$ cat src/rtl/ah_arb_pkg.sv
// Shared parameters and types for blocks that consume the 24-way arbiter grant.
// Holds the sizing constants and the grant-mux state encoding.
package ah_arb_pkg;
  localparam int N  = 24;
  localparam int DW = 32;
  localparam int IW = 5;
  localparam int CW = 8;
  localparam logic [CW-1:0] MAXB = 8'd255;

  typedef enum logic [1:0] {
    IDLE  = 2'd0,
    XFER  = 2'd1,
    DRAIN = 2'd2
  } state_t;
endpackage

$ cat src/rtl/ah_onehot_enc.sv
// One-hot to index encoder with exactly-one and multi-hot flags.
// Index is only meaningful when one is high.
module ah_onehot_enc #(
  parameter int N  = 24,
  parameter int IW = 5
) (
  input  logic [N-1:0]  vec,
  output logic [IW-1:0] idx,
  output logic          one,
  output logic          multi
);
  logic any;

  always_comb begin
    idx   = '0;
    any   = 1'b0;
    multi = 1'b0;
    for (int i = 0; i < N; i++) begin
      if (vec[i]) begin
        if (any) multi = 1'b1;
        any = 1'b1;
        idx = idx | IW'(i);
      end
    end
    one = any & ~multi;
  end
endmodule

$ cat src/rtl/ah_grant_mux_24.sv
// Locks onto the arbiter winner and routes its packet to one shared output
// register, pulsing pkt_release to the owner once the last beat has left.
module ah_grant_mux_24
  import ah_arb_pkg::*;
(
  input  logic            clk,
  input  logic            rst,
  input  logic [N-1:0]    grant,
  input  logic [N-1:0]    in_valid,
  input  logic [N*DW-1:0] in_data,
  input  logic [N-1:0]    in_last,
  output logic [N-1:0]    in_ready,
  output logic            out_valid,
  output logic [DW-1:0]   out_data,
  output logic            out_last,
  output logic [IW-1:0]   out_src,
  input  logic            out_ready,
  output logic [N-1:0]    pkt_release,
  output logic            busy,
  output logic [7:0]      pkt_beats,
  output logic            err_grant
);
  state_t          state;
  logic [IW-1:0]   sel;
  logic [CW-1:0]   cnt;
  logic [IW-1:0]   gidx;
  logic            gone;
  logic            gmulti;
  logic            take;
  logic            acc;
  logic            sel_valid;
  logic            sel_last;
  logic [DW-1:0]   sel_data;

  ah_onehot_enc #(
    .N  (N),
    .IW (IW)
  ) u_enc (
    .vec   (grant),
    .idx   (gidx),
    .one   (gone),
    .multi (gmulti)
  );

  always_comb begin
    sel_valid = 1'b0;
    sel_last  = 1'b0;
    sel_data  = '0;
    for (int i = 0; i < N; i++) begin
      if (sel == IW'(i)) begin
        sel_valid = in_valid[i];
        sel_last  = in_last[i];
        sel_data  = in_data[i*DW +: DW];
      end
    end
  end

  assign take = ~out_valid | out_ready;
  assign acc  = (state == XFER) & sel_valid & take;
  assign busy = (state != IDLE);

  always_comb begin
    in_ready = '0;
    for (int i = 0; i < N; i++) begin
      if (state == XFER && sel == IW'(i)) in_ready[i] = take;
    end
  end

  always_ff @(posedge clk) begin
    if (rst) begin
      state       <= IDLE;
      sel         <= '0;
      cnt         <= '0;
      out_valid   <= 1'b0;
      out_data    <= '0;
      out_last    <= 1'b0;
      out_src     <= '0;
      pkt_release <= '0;
      pkt_beats   <= '0;
      err_grant   <= 1'b0;
    end else begin
      pkt_release <= '0;
      if (out_valid & out_ready) out_valid <= 1'b0;
      unique case (state)
        IDLE: begin
          if (gone) begin
            state <= XFER;
            sel   <= gidx;
            cnt   <= '0;
          end else if (gmulti) begin
            err_grant <= 1'b1;
          end
        end
        XFER: begin
          if (|grant) err_grant <= 1'b1;
          // a load here overrides the drain clear above
          if (acc) begin
            out_valid <= 1'b1;
            out_data  <= sel_data;
            out_last  <= sel_last;
            out_src   <= sel;
            if (cnt != MAXB) cnt <= cnt + 1'b1;
            if (sel_last) state <= DRAIN;
          end
        end
        DRAIN: begin
          if (|grant) err_grant <= 1'b1;
          if (out_valid & out_ready) begin
            pkt_release <= {{(N-1){1'b0}}, 1'b1} << sel;
            pkt_beats   <= cnt;
            state       <= IDLE;
          end
        end
        default: state <= IDLE;
      endcase
    end
  end
endmodule

$ cat config.mk
export PLATFORM = sky130hd
export DESIGN_NAME = ah_grant_mux_24
export DESIGN_NICKNAME = d
export VERILOG_FILES = /design/src/rtl/ah_arb_pkg.sv /design/src/rtl/ah_onehot_enc.sv /design/src/rtl/ah_grant_mux_24.sv
export SDC_FILE = /design/constraint.sdc
export NUM_CORES = 1
export LEC_CHECK = 0
export ABC_CLOCK_PERIOD_IN_PS = 3800
export BUFFER_PORTS_ARGS = -buffer_cell sky130_fd_sc_hd__clkbuf_2
export CAP_MARGIN = 10
export CORE_AREA = 2 2 366 368
export CTS_BUF_LIST = sky130_fd_sc_hd__clkbuf_16
export CTS_CLUSTER_SIZE = 24
export DETAILED_ROUTE_END_ITERATION = 8
export DIE_AREA = 0 0 368 370
export PLACE_DENSITY = 0.34
export SYNTH_ARGS = -nofsm -noshare
export SYNTH_HDL_FRONTEND = slang
export SYNTH_HIERARCHICAL = 1
export SYNTH_SLANG_ARGS = --single-unit
$ cat constraint.sdc
create_clock -name clk -period 3.8 [get_ports clk]
set_clock_uncertainty 0.05 [all_clocks]
set_input_delay 0.57 -clock clk [delete_from_list [all_inputs] [get_ports clk]]
set_output_delay 0.57 -clock clk [all_outputs]
set_load 0.05 [all_outputs]
==> flow_summary_export.csv, run 1 <==
group,metric,value,unit
run_status,outcome,"complete, no violations",
yosys,synth_area,0.0113,sq mm
sta,whs,0.409,ns
worst_setup_path,r2r_slack,0.08,ns
global_route,grt_max_degree,72,
yosys,ys_types,90,
clock_network,root_buffer,"clkbuf_16",
placement,place_area,0.0193,sq mm
placement,gp_congestion,0.915,
detailed_routing,routed_wirelength,167,mm
sta,setup-violations-final,0,
power_and_ir_drop,p_comb_frac,0.410,
final_layout,design_area,0.0197,sq mm
yosys,ys_warn_count,6,
detailed_routing,vias,18700,
min_path,hold_path_end,"pkt_beats[0]",
worst_setup_path,r2r_end,"out_data[5]",
worst_setup_path,crit_fanout,20,
min_path,hold_depth,2,
worst_setup_path,worstSetupStartpointType,"flop",
yosys,synth_area_leaders,"dfxtp_1 (15%), mux4_2 (8.0%), a21oi_1 (7.3%), o21ai_0 (6.6%), nor2_1 (6.3%)",
yosys,yosysSeqAreaShare,0.154,
clock_network,cts_buffers,9,
floorplanning,dieArea,0.136,sq mm
clock_network,max-clock-path-buffers,2,
sta,hold_viol,0,
final_layout,drive_above_1_share,0.494,
placement,io_buffers,939,
sta,slew_headroom,0.302,
power_and_ir_drop,ir_drop,0.191,mV
floorplanning,die_h,370,um
worst_setup_path,critical_path_class,"flop to flop",
yosys,netlist_top_cells_count,"nor2_1 (189), nand2_1 (167), a21oi_1 (165)",
yosys,synth_most_common_cell,"nor2_1",
power_and_ir_drop,switching_power,0.00150,W
power_and_ir_drop,swShare,0.424,
yosys,synth_top_cell_area_share,0.154,
final_layout,fillers,15600,
min_path,hold_start,"pkt_beats[0]",
power_and_ir_drop,p_per_area,179,mW/mm^2
yosys,synth_area_leader_cell,"dfxtp_1",
worst_setup_path,cp_slowest_cell,"a221oi_1",
detailed_routing,wire_per_inst,38.0,um
detailed_routing,drc,0,
power_and_ir_drop,p_int,0.00204,W
worst_setup_path,cp-end-kind,"flop",
yosys,syn_avg_cell_area,7.12,sq um
floorplanning,core,0.132,sq mm
sta,rsz0062_at_grt,"false",
final_layout,fin_nets,3430,
worst_setup_path,worstPathRequired,4.04,ns
detailed_routing,initialDrtViolationCount,1514,
sta,fmax,0.269,GHz
worst_setup_path,r2r_start,"sel[3]",
worst_setup_path,arrival,3.96,ns
power_and_ir_drop,pwr-share-seq,0.271,
yosys,async_flop_share,0,
min_path,hold_path.class,"flop to flop",
yosys,syn_inst,1585,
clock_network,htree_levels,3,
sta,fin_crit,3.72,ns
global_route,grt_pass1_wl,208,mm
global_route,grt_use_total,0.236,
worst_setup_path,path_common_cell,"buf_4",
worst_setup_path,path_cells,"buf_4 > buf_4 > nor3b_4 > buf_4 > nand2_1 > o22ai_1 > a211oi_1 > a221oi_1 > o22ai_1 > nand3_1 > a21oi_1",
detailed_routing,ant_nets,0,
worst_setup_path,ff2ff_path_depth,11,
clock_network,clkTransAtPathRegs,0.09,ns
power_and_ir_drop,power.leakage,8.06,nW
floorplanning,start_util,0.0852,
floorplanning,die_w,368,um
power_and_ir_drop,clockPowerShare,0.319,
yosys,synth_seq_cells,87,
floorplanning,rows,134,
sta,fin_crit_sh,0.979,
detailed_routing,drtPass1Iterations,6,
placement,hpwl,146,mm
global_route,antenna_found_initial,90,
worst_setup_path,max_stage_delay,0.59,ns
final_layout,area_growth,74.9,%
yosys,ys.flop_type,"dfxtp_1",
sta,worst_pin_slew,1.04,ns
global_route,grt-ovfl-total,0,
yosys,synth_nets,2433,
job,drv_cap,0,
floorplanning,pin_count,940,
sta,final_max_slew_viol_count,0,
clock_network,clk-insertion-delay-late,0.43,ns
clock_network,cts_tree,"yes",
detailed_routing,via_per_inst,4.28,
global_route,grt_pass1_vias,18800,
clock_network,clkSinkCount,87,
yosys,synth-edff-count,0,
clock_network,ctsHoldBuffers,0,
==> through the flow <==
step | util | instances | setup slack [ns] | power (W) | TNS, ns
after floorplan | - | 1585 | 0.500 | 0.00154 | 0
after global placement | 0.146 | 4336 | -0.0965 | 0.00246 | -0.236
after detailed placement | 0.146 | 4336 | -0.113 | 0.00245 | -0.290
after CTS | 0.148 | 4352 | 0.0146 | 0.00363 | 0
after global routing | 0.149 | 4364 | 0.0366 | 0.00373 | 0
final | 0.149 | 4381 | 0.0796 | 0.00354 | 0
==> flip-flops by register name, summed over array words and instances, names as in the netlist <==
signal,flops
cnt,8
out_data,32
err_grant,1
pkt_beats,8
out_valid,1
sel,5
pkt_release,24
out_last,1
out_src,5
state,2
==> per-layer routing <==
layer,vias up,global-route usage,wire (um)
met1,9434,0.309,73000
met3,148,0.0546,11800
met2,933,0.400,79400
met4,48,0.0363,1980
li1,8177,-,-
met5,-,0,321
==> worst max-delay path, delay by kind of cell, from the launching register on <==
| family | cells | cell delay [ns] |
|---|---|---|
| simple gates | 3 | 0.70 |
| flops | 1 | 0.44 |
| buf+inv | 3 | 0.67 |
| compound gates | 5 | 1.69 |
==> layout by cell type, fill, tap and decap left out, types with 19 or more instances in the layout <==
| master | instances |
|---|---|
| a211oi_1 | 30 |
| a21oi_1 | 164 |
| a221oi_1 | 40 |
| a22oi_1 | 27 |
| buf_12 | 19 |
| buf_4 | 185 |
| clkbuf_2 | 931 |
| dfxtp_1 | 82 |
| diode_2 | 26 |
| mux2i_1 | 59 |
| mux4_2 | 40 |
| nand2_1 | 160 |
| nand3_1 | 31 |
| nor2_1 | 182 |
| nor3_1 | 31 |
| o211ai_1 | 19 |
| o21ai_0 | 147 |
| o221ai_1 | 30 |
| o22ai_1 | 71 |
==> how the worst max path moves through the flow <==
stage	start	endpoint	slack [ns]	cells past startpoint
CTS	sel[1]	out_data[4]	0.01	10
finish	sel[3]	out_data[5]	0.08	11
global route	sel[2]	in_ready[21]	0.04	6
floorplan	grant[4]	cnt[5]	0.50	11
detailed placement	sel[0]	out_data[7]	-0.11	10
global placement	sel[0]	out_data[7]	-0.1	10
==> final cells by class <==
type                            count  area (sq um)  area share
Timing Repair Buffer             1135          6430       0.326
Sequential cell                    87          1760      0.0890
Antenna cell                       26          65.1     0.00330
Inverter                           15          56.3     0.00285
Multi-Input combinational cell   1334          8900       0.451
Clock inverter                      7          80.1     0.00406
Tap cell                         1768          2210       0.112
Clock buffer                        9           225      0.0114
==> power groups by stage <==
stage | sequential, W | clock [W] | combinational (W)
6_report | 0.000957 | 0.00113 | 0.00145
5_1_grt | 0.000960 | 0.00121 | 0.00156
4_1_cts | 0.000957 | 0.00120 | 0.00147
3_5_place_dp | 0.000979 | 0 | 0.00147
3_3_place_gp | 0.000979 | 0 | 0.00148
2_1_floorplan | 0.00104 | 0 | 0.000497
==> kinds of logic (layout without fill, tap and decap cells) <==
kind of cell    Yosys count  count (layout)  share of synthesized area
other cells               0              26                          0
simple gates            544             544                      0.230
compound gates          668             668                      0.387
mux                     114             114                      0.147
buf+inv                 164            1166                     0.0732
xor+xnor                  3               3                    0.00233
fa+ha+maj                 5               5                    0.00555
flops                    87              87                      0.154
==> timing repair <==
item	in CTS	in global routing
pin swaps	0	1
buffers inserted	0	3
endpoints found under the setup margin	4	5
resized for setup	6	4
No activity file was read; power rests on OpenSTA's default activity.
==> run 2, diff against run 1 <==
Settings changed: BUFFER_PORTS_ARGS -buffer_cell sky130_fd_sc_hd__clkbuf_2 to unset, CORE_AREA 2 2 366 368 to 2 2 368 370, CTS_BUF_LIST sky130_fd_sc_hd__clkbuf_16 to unset, DIE_AREA 0 0 368 370 to 0 0 370 372, DONT_BUFFER_PORTS set to 1, PLACE_DENSITY 0.34 to 0.3.
==> run 2 against run 1 <==
Net effect:
- global-route usage fell by 1.4 points
- core utilization fell by 3.5 points
- die area rose by 1.1%
- sequential power rose by 8%
- count of clock-buffer cells in the layout rose by 2
- hold slack got worse by 0.29 ns
- largest power group is now the clock network
- highest routed layer unchanged
==> flow_summary_export.csv, run 2 (synthesis results as in run 1) <==
group,metric,value,unit
worst_setup_path,worstPathRequired,4.11,ns
final_layout,fin_nets,2544,
floorplanning,core,0.134,sq mm
clock_network,max-clock-path-buffers,2,
sta,hold_viol,0,
placement,hpwl,138,mm
detailed_routing,wire_per_inst,45.3,um
final_layout,regMostFlops,"out_data",
floorplanning,start_util,0.0840,
worst_setup_path,r2r_end,"out_data[12]",
floorplanning,die_h,372,um
sta,rsz0062_at_grt,"false",
final_layout,final_common_cell,"buf_4",
global_route,grt_max_degree,68,
clock_network,clkSinkCount,87,
final_layout,final_cell_mix,"buf_4 (239), nor2_1 (184), a21oi_1 (165)",
worst_setup_path,cp-end-kind,"flop",
detailed_routing,drc,0,
final_layout,largest_register_ffs,32,
final_layout,drive_above_1_share,0.225,
sta,fmax,0.277,GHz
min_path,hold_start,"rst",
sta,slew_headroom,0.387,
sta,whs,0.122,ns
final_layout,area_growth,35.7,%
clock_network,root_buffer,"clkbuf_16",
clock_network,cts_buffers,9,
min_path,hold_path.class,"input pin to flop",
floorplanning,rows,135,
floorplanning,die_w,370,um
min_path,hold_depth,1,
power_and_ir_drop,total_power,0.00311,W
placement,gp_congestion,0.938,
power_and_ir_drop,ir_drop,0.203,mV
final_layout,fillers,15700,
clock_network,clk-insertion-delay-late,0.45,ns
sta,final_max_slew_viol_count,0,
worst_setup_path,r2r_start,"sel[1]",
final_layout,reg_top3,"out_data (32), pkt_release (24)",
clock_network,htree_levels,3,
run_status,outcome,"complete, no violations",
global_route,grt_pass1_wl,192,mm
global_route,antenna_found_initial,96,
power_and_ir_drop,power.leakage,4.36,nW
sta,worst_pin_slew,0.916,ns
floorplanning,pin_count,940,
clock_network,cts_tree,"yes",
global_route,grt-ovfl-total,0,
detailed_routing,vias,15400,
worst_setup_path,arrival,3.93,ns
worst_setup_path,worstSetupStartpointType,"flop",
placement,io_buffers,0,
clock_network,clkTransAtPathRegs,0.11,ns
detailed_routing,drtPass1Iterations,5,
global_route,grt_use_total,0.222,
sta,fin_crit,3.62,ns
power_and_ir_drop,p_per_area,203,mW/mm^2
floorplanning,dieArea,0.138,sq mm
sta,fin_crit_sh,0.952,
detailed_routing,ant_nets,0,
final_layout,instances_no_fill,3508,
worst_setup_path,crit_fanout,16,
global_route,grt_pass1_vias,15300,
min_path,hold_path_end,"out_data[18]",
worst_setup_path,critical_path_class,"flop to flop",
detailed_routing,routed_wirelength,159,mm
job,drv_cap,0,
placement,placed_cells,3462,
worst_setup_path,ff2ff_path_depth,9,
clock_network,ctsHoldBuffers,0,
detailed_routing,initialDrtViolationCount,1458,
worst_setup_path,r2r_slack,0.18,ns
detailed_routing,via_per_inst,4.38,
sta,setup-violations-final,0,
-- run 2: cell count changes in the layout (fill, tap and decap cells not counted), sizes merged --
| cell | previous run | this run |
|---|---|---|
| clkbuf | 940 | 11 |
| clkinv | 2 | 3 |
| buf | 204 | 249 |
| clkinvlp | 1 | 0 |
| inv | 18 | 16 |
-- run 2: layout make-up --
type / count / area, sq um / share of cell area
Sequential cell: 87 / 1750 / 0.115
Clock inverter: 5 / 72.6 / 0.00474
Antenna cell: 26 / 65.1 / 0.00425
Timing Repair Buffer: 249 / 1990 / 0.130
Tap cell: 1781 / 2230 / 0.146
Inverter: 15 / 56.3 / 0.00368
Clock buffer: 11 / 264 / 0.0173
Multi-Input combinational cell: 1334 / 8870 / 0.580
-- run 2: layer usage --
layer | GRT usage | wire length, um
met1 | 0.282 | 66300
met5 | 0 | 516
met2 | 0.371 | 75000
met4 | 0.0411 | 2670
met3 | 0.0674 | 14500
-- run 2: where the power goes --
part,switching (W),internal [W],total [W]
Combinational,0.000566,0.000288,0.000854
Clock,0.000638,0.000582,0.00122
Sequential,0.0000920,0.000939,0.00103
Total,0.00130,0.00181,0.00311
-- run 2: critical path, cell delays in order, from the launching register on --
cell      delay, ns
dfxtp_4        0.50
buf_4          0.23
nor4bb_4       0.70
a21oi_1        0.14
o21ai_0        0.18
nand2_1        0.36
or3_1          0.57
a31oi_2        0.45
o22ai_1        0.13
a211oi_1       0.21
-- run 2: repair_timing --
action,4_1_cts,5_1_grt
endpoints found under the setup margin,5,2
pin swaps,0,0
setup buffers,3,1
resized for setup,4,1
-- run 2: how the worst max path moves through the flow --
stage,end,start,depth (start not counted)
4_1_cts,out_data[31],sel[1],11
3_5_place_dp,out_data[0],sel[1],9
5_1_grt,out_data[3],sel[0],12
6_report,out_data[12],sel[1],9
3_3_place_gp,out_data[7],sel[4],9
2_1_floorplan,cnt[5],grant[4],11
-- run 2: metrics by stage --
stage	setup WS [ns]	setup TNS, ns	area, sq um	util
after floorplan	0.500	0	11300	-
after global routing	0.0168	0	15300	0.114
after CTS	0.0215	0	15200	0.113
final	0.184	0	15300	0.114
after detailed placement	-0.0426	-0.0770	14800	0.111
after global placement	-0.00259	-0.00259	14800	0.111
